## src/rtl/spi_mstr.sv

```systemverilog
// ============================================================================
// Module      : spi_mstr
// Description : Transmit-only SPI master. On a wrt strobe in IDLE it sends
//               one 8- or 16-bit word, MSB first, on SS_n/SCLK/MOSI. SCLK
//               idles high. The slave-sampling edge is selected per frame by
//               pos_edge. All outputs are registered.
// Ports       : clk       - system clock
//               rst_n     - asynchronous active-low reset
//               wrt       - start strobe (accepted only in IDLE)
//               data_out  - word to send (width8=1 sends data_out[15:8])
//               pos_edge  - 1: slave samples on SCLK rise, 0: on SCLK fall
//               width8    - 1: 8-bit frame, 0: 16-bit frame
//               SS_n      - active-low slave select
//               SCLK      - serial clock
//               MOSI      - serial data out
//               done      - frame complete, sticky until next accepted wrt
// Revision    : 1.0 - initial release
// ============================================================================
`default_nettype none

module spi_mstr #(
  parameter int SCLK_DIV = 32
) (
  input  logic        clk,
  input  logic        rst_n,
  input  logic        wrt,
  input  logic [15:0] data_out,
  input  logic        pos_edge,
  input  logic        width8,
  output logic        SS_n,
  output logic        SCLK,
  output logic        MOSI,
  output logic        done
);

  localparam int DW = $clog2(SCLK_DIV);
  localparam logic [DW-1:0] HALF_END = DW'(SCLK_DIV / 2 - 1);
  localparam logic [DW-1:0] PER_END  = DW'(SCLK_DIV - 1);

  typedef enum logic [1:0] {
    IDLE  = 2'd0,
    FRONT = 2'd1,
    SHIFT = 2'd2,
    BACK  = 2'd3
  } state_t;

  state_t        state, state_nxt;
  logic [DW-1:0] div_cnt, div_cnt_nxt;
  logic [3:0]    bit_cnt, bit_cnt_nxt;
  logic [15:0]   shreg, shreg_nxt;
  logic          pos_edge_r, pos_edge_nxt;
  logic          width8_r, width8_nxt;
  logic          ss_nxt, sclk_nxt, mosi_nxt, done_nxt;
  logic          last_bit;

  // Current SCLK period carries the final bit of the frame.
  assign last_bit = (bit_cnt == (width8_r ? 4'd7 : 4'd15));

  always_ff @(posedge clk or negedge rst_n) begin
    if (!rst_n) begin
      state <= IDLE;
    end else begin
      state <= state_nxt;
    end
  end

  always_comb begin
    state_nxt    = state;
    div_cnt_nxt  = div_cnt;
    bit_cnt_nxt  = bit_cnt;
    shreg_nxt    = shreg;
    pos_edge_nxt = pos_edge_r;
    width8_nxt   = width8_r;
    ss_nxt       = SS_n;
    sclk_nxt     = SCLK;
    mosi_nxt     = MOSI;
    done_nxt     = done;

    case (state)
      IDLE: begin
        ss_nxt   = 1'b1;
        sclk_nxt = 1'b1;
        if (wrt) begin
          shreg_nxt    = width8 ? {data_out[15:8], 8'h00} : data_out;
          pos_edge_nxt = pos_edge;
          width8_nxt   = width8;
          bit_cnt_nxt  = 4'd0;
          div_cnt_nxt  = '0;
          ss_nxt       = 1'b0;
          done_nxt     = 1'b0;
          mosi_nxt     = data_out[15];
          state_nxt    = FRONT;
        end
      end

      // SCLK held high for half a period so MOSI has setup before the
      // first edge. The fall that ends FRONT does not advance MOSI.
      FRONT: begin
        if (div_cnt == HALF_END) begin
          div_cnt_nxt = '0;
          sclk_nxt    = 1'b0;
          state_nxt   = SHIFT;
        end else begin
          div_cnt_nxt = div_cnt + DW'(1);
        end
      end

      // Each period: low half, then high half. MOSI changes on the edge
      // opposite to the slave's sampling edge.
      SHIFT: begin
        if (div_cnt == PER_END) begin
          div_cnt_nxt = '0;
          if (last_bit) begin
            state_nxt = BACK;
          end else begin
            sclk_nxt    = 1'b0;
            bit_cnt_nxt = bit_cnt + 4'd1;
            if (pos_edge_r) begin
              shreg_nxt = {shreg[14:0], 1'b0};
              mosi_nxt  = shreg[14];
            end
          end
        end else begin
          div_cnt_nxt = div_cnt + DW'(1);
          if (div_cnt == HALF_END) begin
            sclk_nxt = 1'b1;
            // No advance after the last falling-edge sample.
            if (!pos_edge_r && !last_bit) begin
              shreg_nxt = {shreg[14:0], 1'b0};
              mosi_nxt  = shreg[14];
            end
          end
        end
      end

      BACK: begin
        if (div_cnt == HALF_END) begin
          div_cnt_nxt = '0;
          ss_nxt      = 1'b1;
          done_nxt    = 1'b1;
          mosi_nxt    = 1'b0;
          state_nxt   = IDLE;
        end else begin
          div_cnt_nxt = div_cnt + DW'(1);
        end
      end

      default: state_nxt = IDLE;
    endcase
  end

  always_ff @(posedge clk or negedge rst_n) begin
    if (!rst_n) begin
      div_cnt    <= '0;
      bit_cnt    <= 4'd0;
      shreg      <= 16'h0000;
      pos_edge_r <= 1'b0;
      width8_r   <= 1'b0;
      SS_n       <= 1'b1;
      SCLK       <= 1'b1;
      MOSI       <= 1'b0;
      done       <= 1'b0;
    end else begin
      div_cnt    <= div_cnt_nxt;
      bit_cnt    <= bit_cnt_nxt;
      shreg      <= shreg_nxt;
      pos_edge_r <= pos_edge_nxt;
      width8_r   <= width8_nxt;
      SS_n       <= ss_nxt;
      SCLK       <= sclk_nxt;
      MOSI       <= mosi_nxt;
      done       <= done_nxt;
    end
  end

endmodule

`default_nettype wire

```

## config.mk

```make
export PLATFORM = sky130hd
export DESIGN_NAME = spi_mstr
export DESIGN_NICKNAME = d
export VERILOG_FILES = /design/src/rtl/spi_mstr.sv
export SDC_FILE = /design/constraint.sdc
export NUM_CORES = 1
export LEC_CHECK = 0
export CORE_ASPECT_RATIO = 1.4
export CORE_MARGIN = 10
export CORE_UTILIZATION = 35
export DETAILED_ROUTE_END_ITERATION = 8
export PLACE_DENSITY = 0.55
export SLEW_MARGIN = 20
export SYNTH_ARGS = -nofsm -noshare
export SYNTH_HDL_FRONTEND = slang
export SYNTH_SLANG_ARGS = --single-unit
export TNS_END_PERCENT = 10
```

## constraint.sdc

```tcl
create_clock -name clk -period 4.43 [get_ports clk]
set_clock_uncertainty 0.05 [all_clocks]
set_input_delay 0.886 -clock clk [delete_from_list [all_inputs] [get_ports clk]]
set_output_delay 0.886 -clock clk [all_outputs]
set_load 0.03 [all_outputs]
```

==> results.py <==
metrics = {
    "run_status": {
        "status": "complete, no violations",
    },
    "die": {
        "die_area_mm2": 0.008518,
        "start_util": 0.3551,
        "rows": 31,
        "die_height_um": 105.3,
        "core-area_mm2": 0.005120,
        "die_w_um": 80.91,
        "io_pins": 25,
    },
    "power": {
        "finalPower_w": 0.001434,
        "leakagePower_nw": 0.9834,
        "ir_worst_vdd_uv": 247.0,
        "power.density_mw_per_mm2": 648.1,
    },
    "run": {
        "maxCapViolCount": 0,
    },
    "setup_path": {
        "cpMaxStageDelayCell": "ha_1",
        "path_max_fanout": 15,
        "slowest_delay_ns": 0.49,
        "worstSetupPathType": "reg2reg",
        "endpoint_kind": "flop",
        "rr_worst_depth": 7,
        "cp_data_arrival_time_ns": 2.69,
        "startpoint_type": "flop",
        "critical_path.top_delay_family": "adder cells",
        "worstPathRequired_ns": 4.54,
        "crit_chain": "inv_1, ha_1, buf_4, nand2b_1, o22a_1, nand3_2, mux2_2",
        "critPathBufInv": 2,
        "cp.depth": 7,
    },
    "clock_tree": {
        "numCtsBuffers": 5,
        "cts_tree": "done",
        "cts_hold_buf": 0,
        "post_cts_resized": 0,
        "clk_latency_ns": 0.28,
        "root_buffer": "clkbuf_8",
        "cts_setup_buffers": 0,
        "clkTransAtPathRegs_ns": 0.07,
        "h-tree-depth": 2,
        "cts.sinks": 32,
        "cts.path.max_buffers": 2,
    },
    "synth": {
        "synth-seq-area-share": 0.4418,
        "synth-edff-count": 0,
        "ys_types": 39,
        "synth.cell_area_mm2": 0.001818,
        "syn_inst": 170,
        "synth_top_area_frac": 0.4129,
        "synthFlopType": "dfrtp_1",
        "yosys.area.top_type": "dfrtp_1",
        "synth.avg_cell_area_um2": 10.69,
        "synth_nets": 202,
        "synthArstFlopShare": 1.000,
        "ys_ff_latch": 32,
        "yosysWarnings": 0,
        "synth_area_leaders": "dfrtp_1 41%, mux2_2 14%, ha_1 7.6%",
    },
    "worst_hold_path": {
        "whs_path_depth": 1,
        "min_path_type": "reg2reg",
    },
    "cells_and_area": {
        "num-fill-cells": 513,
        "final_util": 0.4321,
        "layout.nets": 230,
        "syn2layout_area_growth_pct": 21.68,
        "finalInstanceArea_mm2": 0.002212,
        "drive_above_1_share": 0.1759,
        "ff_latch_area_um2": 803.3,
        "stdcell_count": 265,
        "multi_input_area_um2": 947.2,
        "antenna_cells": 0,
    },
    "global_route": {
        "grt.overflow.total": 0,
        "antenna_found_initial": 0,
        "grt_pass1_vias": 1469,
        "grt_pass1_wl_mm": 6.768,
        "track_usage": 0.1006,
        "grt_max_degree": 33,
    },
    "sta": {
        "setup_tns_ns": 0,
        "rsz0062_at_grt": "no",
        "setup_viol": 0,
        "drv_slew": 0,
        "period_share": 0.5810,
        "tightestPinTransition_ns": 0.5180,
        "post-route-min-period_ns": 2.574,
        "fmax_mhz": 388.5,
        "relSlewSlack": 0.6546,
        "report.final.hold_viol_count": 0,
    },
    "detailed_routing": {
        "highest_layer": "met4",
        "vias": 1384,
        "via_per_inst": 5.223,
        "wire_per_inst_um": 15.60,
        "drtIter0Drc": 100,
        "wl_met3_um": 204,
        "drc": 0,
        "ant_nets": 0,
        "drt_first_pass_iters": 4,
        "wl_mm": 4.134,
        "wl_met2_mm": 2.130,
        "wl_met1_mm": 1.714,
    },
    "place": {
        "dpl.cell_count": 257,
        "dp_hpwl_mm": 3.054,
        "dpl_cell_area_mm2": 0.002122,
        "place.gp.congestion": 0.7714,
        "io_buffer_count": 24,
    },
}
==> final timing paths <==
path | from | end | slack [ns]
setup / recovery | state[0] | shreg[9] | 1.86
hold / removal | shreg[6] | shreg[6] | 0.45
setup reg to reg | state[0] | shreg[9] | 1.86
hold reg to reg | shreg[6] | shreg[6] | 0.45
max in group asynchronous | rst_n | SS_n | 3.04
min in group asynchronous | rst_n | bit_cnt[1] | 0.96
==> state kept, by name (all words and copies together) (netlist names) <==
register and cells:
SCLK 1, pos_edge_r 1, state 2, bit_cnt 4, div_cnt 5, SS_n 1
shreg 15, MOSI 1, width8_r 1, done 1
==> cell families after synthesis <==
group,share of synthesized area
xor+xnor,0.004818
buf+inv,0.03716
compound gates,0.1480
simple gates,0.1321
fa+ha+maj,0.07570
flops,0.4418
mux,0.1604
==> where the power goes <==
part | total, W | switching (W) | internal [W] | leakage [nW]
Clock | 0.000230 | 0.000103 | 0.000127 | 0.0455
Combinational | 0.000710 | 0.000366 | 0.000344 | 0.533
Sequential | 0.000493 | 0.0000746 | 0.000419 | 0.405
==> layout by cell type, fill, tap and decap left out, types with 2 or more instances in the layout <==
cell type        netlist  routed
o21ai_0               11      11
nand2_1               18      18
nor2b_4                2       2
ha_1                  11      11
clkbuf_8               0       6
nand2b_1               2       2
a21oi_1                9       9
or3_1                  3       3
a21o_1                 2       2
dfrtp_1               30      30
dfstp_2                2       2
buf_4                  0       2
inv_1                  9       9
nor2_1                 7       7
and2_1                 2       2
a22o_1                 6       6
mux2_1                 3       3
clkdlybuf4s50_1        0      24
nand3_1                4       4
clkbuf_1               3       2
mux2_2                22      22
nor3_1                 3       3
==> per-layer routing <==
layer,track usage,vias to the layer above
met2,0.1752,31
met3,0.02976,6
met5,0,-
met1,0.1045,683
li1,-,664
met4,0.05211,0
==> stage by stage <==
step | setup slack (ns) | hold WS (ns)
2_1_floorplan | 2.271 | 0.4085
3_3_place_gp | 1.720 | 0.4250
3_5_place_dp | 1.645 | 0.4431
4_1_cts | 1.849 | 0.4574
5_1_grt | 1.668 | 0.4830
6_report | 1.856 | 0.4515
==> layout make-up <==
| class | instances | area share |
|---|---|---|
| Clock buffer | 8 | 0.04072 |
| Timing Repair Buffer | 26 | 0.1154 |
| Inverter | 9 | 0.01527 |
| Multi-Input combinational cell | 124 | 0.4282 |
| Sequential cell | 32 | 0.3631 |
| Tap cell | 66 | 0.03733 |
==> Yosys cell counts (2+ instances only) <==
cell type and instances:
nand3_1 4, o21ai_0 11, and2_1 2, clkbuf_1 3
buf_6 2, mux2_1 3, or3_1 3, inv_1 9
nand2b_1 2, dfstp_2 2, dfrtp_1 30, ha_1 11
a21oi_1 9, nand2_1 18, a21o_1 2, nor2b_4 2
nor3_1 3, mux2_2 22, nor2_1 7, a22o_1 6
(Power assumes the default switching activity.)
